<file path="config.mk">
export PLATFORM = sky130hd
export DESIGN_NAME = display_timing_gen
export DESIGN_NICKNAME = d
export VERILOG_FILES = /design/src/rtl/display_timing_gen.sv
export SDC_FILE = /design/constraint.sdc
export NUM_CORES = 1
export LEC_CHECK = 0
export CORE_MARGIN = 2
export CORE_UTILIZATION = 57
export DETAILED_ROUTE_END_ITERATION = 6
export PLACE_DENSITY = 0.85
export SYNTH_ARGS = -nofsm -noshare
export SYNTH_HDL_FRONTEND = slang
export SYNTH_SLANG_ARGS = --single-unit
</file>
<file path="constraint.sdc">
create_clock -name pixel_clk -period 4.8 [get_ports pixel_clk]
set_clock_uncertainty 0.05 [all_clocks]
set_input_delay 0.48 -clock pixel_clk [delete_from_list [all_inputs] [get_ports pixel_clk]]
set_output_delay 0.48 -clock pixel_clk [all_outputs]
set_load 0.1 [all_outputs]
</file>
<file path="src/rtl/display_timing_gen.sv">
// Raster timing generator: hcount/vcount position bus plus hsync/vsync/blank
// delayed to match renderer pixel latency, and a once-per-frame strobe.
module display_timing_gen #(
    parameter int unsigned H_ACTIVE   = 1024,
    parameter int unsigned H_FP       = 24,
    parameter int unsigned H_SYNC     = 136,
    parameter int unsigned H_BP       = 160,
    parameter int unsigned V_ACTIVE   = 768,
    parameter int unsigned V_FP       = 3,
    parameter int unsigned V_SYNC     = 6,
    parameter int unsigned V_BP       = 29,
    parameter int unsigned PIPE_DELAY = 2
) (
    input  logic        pixel_clk,
    input  logic        rst_n,
    input  logic        en,
    output logic [10:0] hcount,
    output logic [9:0]  vcount,
    output logic        hsync,
    output logic        vsync,
    output logic        blank,
    output logic        frame_start,
    output logic [15:0] frame_count
);

    localparam int unsigned HW      = 11;
    localparam int unsigned VW      = 10;
    localparam int unsigned H_TOTAL = H_ACTIVE + H_FP + H_SYNC + H_BP;
    localparam int unsigned V_TOTAL = V_ACTIVE + V_FP + V_SYNC + V_BP;

    localparam logic [HW-1:0] H_MAX = HW'(H_TOTAL - 1);
    localparam logic [HW-1:0] H_ACT = HW'(H_ACTIVE);
    localparam logic [HW-1:0] H_SS  = HW'(H_ACTIVE + H_FP);
    localparam logic [HW:0]   H_SE  = (HW+1)'(H_ACTIVE + H_FP + H_SYNC);
    localparam logic [VW-1:0] V_MAX = VW'(V_TOTAL - 1);
    localparam logic [VW-1:0] V_ACT = VW'(V_ACTIVE);
    localparam logic [VW-1:0] V_SS  = VW'(V_ACTIVE + V_FP);
    localparam logic [VW:0]   V_SE  = (VW+1)'(V_ACTIVE + V_FP + V_SYNC);

    logic [HW-1:0] h_next;
    logic [VW-1:0] v_next;
    logic          fs_next;
    logic          hs_raw;
    logic          vs_raw;
    logic          bl_raw;

    // Each stage carries {hs, vs, bl}; the last stage drives the outputs.
    logic [PIPE_DELAY-1:0][2:0] pipe;

    // Next raster position, frame strobe condition and raw sync/blank decode.
    always_comb begin
        h_next  = hcount + HW'(1);
        v_next  = vcount;
        if (hcount == H_MAX) begin
            h_next = '0;
            v_next = (vcount == V_MAX) ? '0 : vcount + VW'(1);
        end
        fs_next = (h_next == '0) && (v_next == V_ACT);
        hs_raw  = !((hcount >= H_SS) && ({1'b0, hcount} < H_SE));
        vs_raw  = !((vcount >= V_SS) && ({1'b0, vcount} < V_SE));
        bl_raw  = (hcount >= H_ACT) || (vcount >= V_ACT);
    end

    always_ff @(posedge pixel_clk or negedge rst_n) begin
        if (!rst_n) begin
            hcount      <= '0;
            vcount      <= '0;
            frame_start <= 1'b0;
            frame_count <= '0;
            pipe        <= '1;
        end else if (en) begin
            hcount      <= h_next;
            vcount      <= v_next;
            frame_start <= fs_next;
            if (fs_next) begin
                frame_count <= frame_count + 16'(1);
            end
            for (int i = PIPE_DELAY - 1; i > 0; i--) begin
                pipe[i] <= pipe[i-1];
            end
            pipe[0] <= {hs_raw, vs_raw, bl_raw};
        end
    end

    assign {hsync, vsync, blank} = pipe[PIPE_DELAY-1];

endmodule
</file>
==> impl_metrics.yaml, run 1 <==
drt:
  antenna_left: 0
  wirelength_um: 5811
  drt_iter0_drc: 232
  num_vias: 2215
  drc_errors: 0
  wl_per_cell_um: 16.05
  via_per_inst: 6.119
  drtPass1Iterations: 5
clock_tree:
  clock_latency_ns: 0.30
  cts_buffers: 5
  cts.clk_slew.worst_paths_ns: 0.09
  cts_tree: "yes"
  htree_num_levels: 2
  cts_resized: 0
  clock_path_buffers: 2
  ctsHoldBuffers: 0
  clock-root-buffer: "clkbuf_8"
  cts_sinks: 44
  cts_setup_buffers: 0
logic_synthesis:
  synthTopCellsByArea: "dfrtp_1, dfstp_2, o21ai_0"
  yosysSeqAreaShare: 0.4328
  synth_ff_type: "dfrtp_1"
  ys_async_sr_fraction: 1.000
  yosys.area.top_type_share: 0.3713
  ys_types: 53
  syn-num-nets: 282
  synth_area_per_cell_um2: 9.382
  synth_edf_count: 0
  ys_seq_elements: 44
  yosysTopAreaCell: "dfrtp_1"
  synth_cells: 273
  synth_area_um2: 2561
  yosysWarnings: 0
placement:
  numPortBuffers: 43
  dp_hpwl_um: 3918
  post_dp_cell_area_um2: 2989
  gp_congestion: 0.9273
critical_path:
  cp_slowest_cell: "or4_1"
  start_kind: "register"
  ff2ff_setup_slack_ns: 1.08
  path_common_cell: "nand4b_1"
  worstPathRequired_ns: 4.98
  arrival_ns: 3.90
  r2r_end: "frame_count[14]"
  worstSetupPathType: "reg2reg"
  worstPathMaxFanout: 15
  critical-path-max-stage-delay_ns: 0.66
  reg2reg_from: "hcount[1]"
  cp-end-kind: "register"
  reg2reg_depth: 9
  path_cells: "ha_1, and4_4, nand4b_1, or4_1, a222oi_1, nand4b_1, a211o_1, nor4_2, xor2_1"
timing:
  relSlewSlack: 0.3398
  max_freq_mhz: 268.8
  rsz0062_at_grt: "false"
  setup_violations: 0
  fin_setup_tns_ns: 0
  slew_viol_final: 0
  min_period_ns: 3.721
  finalCritPeriodShare: 0.7752
  tightestPinTransition_ns: 0.9872
  hold_viol: 0
pwr:
  power_w: 0.0009920
  power_frac_comb: 0.261
  ir_drop_uv: 229.4
  internal-power_w: 0.0006263
  power_switching_w: 0.0003657
  p_per_area_nw_per_um2: 318.9
  sw_frac_of_total: 0.3687
  pwr-share-seq: 0.431
  clock_power_share: 0.308
  leakage_nw: 1.309
floorplanning:
  die_w_um: 71.03
  die_h_um: 71.03
  io_pins: 44
  fp-row-count: 24
  coreArea_um2: 4354
  start_util: 0.5882
  die_area_um2: 5045
layout:
  layout_commonest_cell: "clkdlybuf4s50_1"
  area_growth_pct: 21.45
  final_nets: 318
  drive_gt1_frac: 0.09677
  antenna_cells: 0
  final_cell_mix: "clkdlybuf4s50_1, dfrtp_1, o21ai_0"
  fin_area_um2: 3110
grt:
  grt_pass1_vias: 2043
  grt_max_degree: 45
  grt_pass1_wl_um: 9763
  antenna_found_initial: 0
  track_usage: 0.2440
  overflow: 0
hold_path:
  hold_class: "in2async"
job:
  cap_violations: 0
outcome:
  run_status: "complete, no violations"
## kinds of logic (layout without fill, tap and decap cells)
kind of cell,Yosys count,count (layout),share of synthesized area
AOI/OAI and AO/OA,53,53,0.1295
DFF,44,44,0.4328
xor gates and xnor gates,26,26,0.08891
buffers and inverters,27,64,0.04641
muxes,7,7,0.02980
adders and majority gates,6,6,0.02931
and+or+nand+nor,110,110,0.2433
## power groups by stage
stage | registers (W) | logic [W] | clock network [W]
6_report | 0.000427 | 0.000259 | 0.000306
5_1_grt | 0.000433 | 0.000271 | 0.000322
4_1_cts | 0.000428 | 0.000260 | 0.000309
3_5_place_dp | 0.000435 | 0.000260 | 0
3_3_place_gp | 0.000433 | 0.000258 | 0
2_1_floorplan | 0.000568 | 0.0000604 | 0
## final cells by class
cell class                      count  area [µm²]
Clock buffer                        6       82.58
Clock inverter                      2       38.79
Fill cell                         328        1244
Sequential cell                    44        1109
Timing Repair Buffer               45       440.4
Tap cell                           52       65.06
Multi-Input combinational cell    202        1334
Inverter                           11       41.29
## synthesized netlist by cell type, types with 7 or more instances
master / instances
dfrtp_1: 38
clkbuf_1: 11
nand2_1: 22
nor3_1: 10
nand4_1: 9
xor2_1: 14
nor2_1: 15
o21ai_0: 25
xnor2_1: 12
nand3_1: 20
o31ai_1: 7
inv_1: 11
## registers in the layout, summed over array words and instances, names as in the netlist
signal       flops
frame_start      1
blank            1
vsync            1
frame_count     16
hsync            1
pipe             3
vcount          10
hcount          11
## stage by stage
stage / std cells / hold WS [ns] / utilization / worst slack [ns]
after floorplan: 273 / 0.1344 / - / 1.114
after global placement: 354 / 0.4152 / 0.6865 / 1.350
after detailed placement: 354 / 0.4149 / 0.6865 / 1.198
after CTS: 362 / 0.3064 / 0.7144 / 1.131
after global routing: 362 / 0.3610 / 0.7144 / 0.9181
final: 362 / 0.2827 / 0.7144 / 1.079
## worst max-delay path by stage
stage,startpoint,slack [ns],endpoint,cells after the start
after detailed placement,hcount[1],1.20,frame_count[14],9
after floorplan,hcount[1],1.11,frame_count[15],9
after CTS,hcount[1],1.13,frame_count[14],9
after global routing,hcount[0],0.92,frame_count[14],9
after global placement,hcount[0],1.35,frame_count[14],9
final,hcount[1],1.08,frame_count[14],9
## per-layer routing
metal  wire length, µm  GRT usage  vias to the layer above
met5                 0          0                        -
met4               117    0.09224                        0
met3               333    0.05128                       11
met2              2799     0.3749                       75
met1              2561     0.3420                     1076
li1                  -          -                     1053
## critical path: cells and delay by family, from the launching register on
family / cells / cell delay, ns
compound gates: 2 / 0.86
xor+xnor: 1 / 0.18
fa+ha+maj: 1 / 0.26
flops: 1 / 0.41
simple gates: 5 / 1.89
Note: power is estimated with default switching activity, not from simulation.
==> run 2, diff against run 1 <==
- CORE_UTILIZATION: 57 -> 53
- PLACE_DENSITY: 0.85 -> 0.8
- clock period: 4.8 -> 3.5 ns (I/O delays scaled with it)
==> run 2 against run 1 <==
Cell count up 2.8%. Utilization fell by 4.1 points. Critical path type unchanged. Combinational power grew 43%. Global-route usage is 1.5 points lower. First-iteration DRC count is 12% lower. Count of clock-buffer cells in the layout unchanged. Critical path depth stayed put. Die area increased by 7.1%. Worst setup slack got worse by 0.92 ns. Sequential share of layout area fell by 0.26 points. Register-to-register slack lost 0.92 ns. Worst hold slack worse by 0.14 ns. Critical endpoint is now frame_count[8].
==> impl_metrics.yaml, run 2 (synthesized netlist as in run 1, its figures left out) <==
drt:
  drt_iter0_drc: 205
  antenna_left: 0
  wl_per_cell_um: 15.70
  num_vias: 2227
  drtPass1Iterations: 4
  via_per_inst: 5.987
  wirelength_um: 5841
  drc_errors: 0
placement:
  post_dp_cell_area_um2: 3060
  numPortBuffers: 43
  dp_hpwl_um: 4124
  gp_congestion: 0.9000
layout:
  final_nets: 326
  area_growth_pct: 23.30
  largest_reg_flops: 16
  final_cell_mix: "clkdlybuf4s50_1, dfrtp_1, o21ai_0"
  n_fill_cell: 370
  largest_register: "frame_count"
  antenna_cells: 0
  multiInputGateArea_um2: 1334
  top_regs: "frame_count x16, hcount x11, vcount x10"
  layout_commonest_cell: "clkdlybuf4s50_1"
  drive_gt1_frac: 0.1415
  seqCellArea_um2: 1117
  fin_area_um2: 3158
clock_tree:
  cts.clk_slew.worst_paths_ns: 0.09
  htree_num_levels: 2
  cts_resized: 0
  clock_latency_ns: 0.30
  clock_path_buffers: 2
  cts_sinks: 44
  cts_buffers: 5
  cts_tree: "yes"
  clock-root-buffer: "clkbuf_8"
  cts_setup_buffers: 0
  ctsHoldBuffers: 0
timing:
  rsz0062_at_grt: "false"
  fin_setup_tns_ns: 0
  min_period_ns: 3.338
  slew_viol_final: 0
  hold_viol: 0
  tightestPinTransition_ns: 0.9884
  max_freq_mhz: 299.6
  relSlewSlack: 0.3390
  setup_violations: 0
  finalCritPeriodShare: 0.9536
floorplanning:
  fp-row-count: 25
  die_area_um2: 5404
  die_h_um: 73.52
  coreArea_um2: 4692
  die_w_um: 73.52
  start_util: 0.5459
  io_pins: 44
pwr:
  clock_power_share: 0.264
  sw_frac_of_total: 0.3893
  leakage_nw: 1.325
  ir_drop_uv: 324.7
  power_frac_comb: 0.286
  power_switching_w: 0.0005055
  pwr-share-seq: 0.450
  power_w: 0.001299
  internal-power_w: 0.0007930
  p_per_area_nw_per_um2: 411.2
job:
  cap_violations: 0
grt:
  grt_max_degree: 45
  overflow: 0
  track_usage: 0.2292
  antenna_found_initial: 0
  grt_pass1_wl_um: 9535
  grt_pass1_vias: 2045
critical_path:
  critical-path-max-stage-delay_ns: 0.55
  worstPathMaxFanout: 15
  path_common_cell: "nand4b_1"
  path_cells: "ha_1, and4_4, nand4b_1, or4_1, a222oi_1, nand4b_1, a211o_1, nor4_2, xor2_1"
  ff2ff_setup_slack_ns: 0.16
  cp-end-kind: "register"
  r2r_end: "frame_count[8]"
  worstPathRequired_ns: 3.69
  start_kind: "register"
  reg2reg_depth: 9
  arrival_ns: 3.52
  cp_slowest_cell: "or4_1"
  reg2reg_from: "hcount[0]"
  worstSetupPathType: "reg2reg"
outcome:
  run_status: "complete, no violations"
hold_path:
  hold_class: "in2async"
==> run 2: cell count changes in the layout (fill, tap and decap cells not counted), sizes merged <==
cell	before	now
bufinv	1	0
clkinv	1	0
buf	3	11
clkinvlp	0	2
==> run 2: cell type report <==
type	instances	share of cell area
multi-input cells	202	0.4223
clock inverters	2	0.004754
inverters	11	0.01307
repair buffers	53	0.1585
well taps	54	0.02139
flip-flops and latches	44	0.3538
clock buffers	6	0.02615
==> run 2: layer usage <==
metal	part of all wire	routed length (µm)	GRT usage	up-vias
met4	0.016	94	0.09091	0
li1	-	-	-	1070
met1	0.45	2657	0.3146	1084
met5	0	0	0	-
met3	0.045	263	0.04664	8
met2	0.48	2826	0.3552	65
==> run 2: critical path, delay by kind of cell (launching register included) <==
kind	cells	cell delay, ns
xor+xnor	1	0.17
compound gates	2	0.86
flops	1	0.40
fa+ha+maj	1	0.24
simple gates	5	1.53
==> run 2: how the worst max path moves through the flow <==
stage	from	end	slack (ns)	cells after the start
after CTS	hcount[0]	frame_count[8]	0.16	9
final	hcount[0]	frame_count[8]	0.16	9
after floorplan	hcount[4]	frame_count[15]	0.008	8
after global placement	hcount[0]	frame_count[14]	0.31	9
after global routing	hcount[0]	frame_count[8]	0.02	9
after detailed placement	hcount[0]	frame_count[8]	0.18	9
==> run 2: through the flow <==
stage               std cells  utilization  hold slack, ns  setup WS [ns]
floorplan                 273            -        0.004409       0.007637
global placement          364       0.6523          0.4305         0.3085
detailed placement        364       0.6523          0.4257         0.1828
CTS                       372       0.6731          0.1848         0.1601
global route              372       0.6731          0.2304        0.02253
finish                    372       0.6731          0.1461         0.1625
==> run 2: power groups by stage <==
| stage | clock network [W] | registers (W) | logic [W] |
|---|---|---|---|
| after floorplan | 0 | 0.000783 | 0.0000821 |
| after global placement | 0 | 0.000590 | 0.000367 |
| after detailed placement | 0 | 0.000594 | 0.000369 |
| after CTS | 0.000354 | 0.000584 | 0.000372 |
| after global routing | 0.000371 | 0.000593 | 0.000389 |
| final | 0.000342 | 0.000585 | 0.000371 |
==> run 3, diff against run 2 <==
- REMOVE_ABC_BUFFERS: unset -> 1
==> run 3 against run 2 <==
Highest routed layer unchanged. Power down 2.8%. Cell count down 0.27%. Maximum frequency up 2.8%. Sequential power down 1%. Non-clock buffer count down 1. Via count down 1.8%.
==> impl_metrics.yaml, run 3 (synthesized netlist as in run 1, its figures left out) <==
pwr:
  ir_drop_uv: 312.0
  leakage_nw: 1.326
  p_per_area_nw_per_um2: 403.1
floorplanning:
  coreArea_um2: 4692
  io_pins: 44
  fp-row-count: 25
  die_h_um: 73.52
  die_w_um: 73.52
  die_area_um2: 5404
  start_util: 0.5459
drt:
  wl_per_cell_um: 15.48
  antenna_left: 0
  num_vias: 2187
  via_per_inst: 5.895
  drc_errors: 0
  drt_iter0_drc: 141
  drtPass1Iterations: 4
  wirelength_um: 5744
placement:
  gp_congestion: 0.9051
  dp_hpwl_um: 4036
  post_dp_cell_area_um2: 3044
  numPortBuffers: 43
clock_tree:
  cts_sinks: 44
  cts_buffers: 5
  cts.clk_slew.worst_paths_ns: 0.08
  clock-root-buffer: "clkbuf_8"
  ctsHoldBuffers: 0
  clock_path_buffers: 2
  clock_latency_ns: 0.30
  htree_num_levels: 2
  cts_tree: "yes"
timing:
  fin_setup_tns_ns: 0
  setup_violations: 0
  tightestPinTransition_ns: 0.9940
  hold_viol: 0
  max_freq_mhz: 307.9
  min_period_ns: 3.248
  slew_viol_final: 0
  relSlewSlack: 0.3353
  finalCritPeriodShare: 0.9279
  rsz0062_at_grt: "false"
critical_path:
  worstSetupPathType: "reg2reg"
  worstPathMaxFanout: 15
  arrival_ns: 3.42
  worstPathRequired_ns: 3.67
  start_kind: "register"
  cp-end-kind: "register"
layout:
  area_growth_pct: 22.23
  final_cell_mix: "clkdlybuf4s50_1, dfrtp_1, o21ai_0"
  top_regs: "frame_count x16, hcount x11, vcount x10"
  drive_gt1_frac: 0.1167
  layout_commonest_cell: "clkdlybuf4s50_1"
  final_nets: 325
  fin_area_um2: 3131
  largest_reg_flops: 16
  fin_util: 0.6672
  largest_register: "frame_count"
  antenna_cells: 0
hold_path:
  hold_class: "in2async"
grt:
  grt_max_degree: 45
  grt_pass1_wl_um: 9604
  overflow: 0
  track_usage: 0.2267
  grt_pass1_vias: 2018
  antenna_found_initial: 0
outcome:
  run_status: "complete, no violations"
job:
  cap_violations: 0
[run 3: cell count changes in the layout (fill, tap and decap cells not counted), sizes merged]
cell,delta
clkinv,+1
buf,-1
clkinvlp,-1
[run 3: area by class of cell]
cell class / instances / area (µm²)
fillers: 401 / 1562
multi-input cells: 202 / 1335
flip-flops and latches: 44 / 1109
repair buffers: 52 / 493.0
clock buffers: 6 / 72.57
well taps: 54 / 67.56
inverters: 11 / 41.29
clock inverters: 2 / 12.51
[run 3: stage by stage]
| stage | hold slack [ns] | total power (W) | std cells | worst slack [ns] |
|---|---|---|---|---|
| global placement | 0.4129 | 0.0009533 | 363 | 0.2364 |
| floorplan | 0.004409 | 0.0008562 | 257 | -0.4891 |
| CTS | 0.1854 | 0.001270 | 371 | 0.1700 |
| global route | 0.2234 | 0.001316 | 371 | 0.03840 |
| finish | 0.1428 | 0.001262 | 371 | 0.2523 |
| detailed placement | 0.4222 | 0.0009575 | 363 | 0.1944 |
[run 3: worst paths after layout]
check | endpoint | slack, ns | cells after the start | startpoint
max | frame_count[8] | 0.25 | 9 | hcount[0]
min | hcount[2] | 0.14 | 1 | rst_n
max reg2reg | frame_count[8] | 0.25 | 9 | hcount[0]
min reg2reg | frame_count[15] | 0.43 | 1 | frame_count[15]
max in group asynchronous | hcount[9] | 2.66 | 1 | rst_n
min in group pixel_clk | frame_count[15] | 0.43 | 1 | frame_count[15]
[run 3: repair_timing]
action | CTS | global route
gates resized for setup | 0 | 1
setup buffers | 0 | 0
endpoints found under the setup margin | 0 | 3
[run 3: routing by layer]
layer | vias to the layer above | global-route usage | wire length, µm | part of all wire
met2 | 55 | 0.3760 | 2799 | 0.49
li1 | 1068 | - | - | -
met1 | 1058 | 0.3046 | 2591 | 0.45
met4 | 0 | 0.06667 | 70 | 0.012
met5 | - | 0 | 0 | 0
met3 | 6 | 0.03841 | 282 | 0.049
[run 3: worst max-delay path, stage by stage (launching register included)]
cell and delay [ns]:
dfrtp_1 0.41, ha_1 0.26, and4_4 0.28, nand4b_1 0.12
or4_1 0.54, a222oi_1 0.34, nand4b_1 0.19, a211o_2 0.45
nor4_2 0.35, xor2_1 0.17
[run 3: power by group]
part	switching (W)	internal [W]	total, W
logic	0.000276	0.0000918	0.000368
registers	0.0000419	0.000537	0.000579
clock network	0.000175	0.000140	0.000315
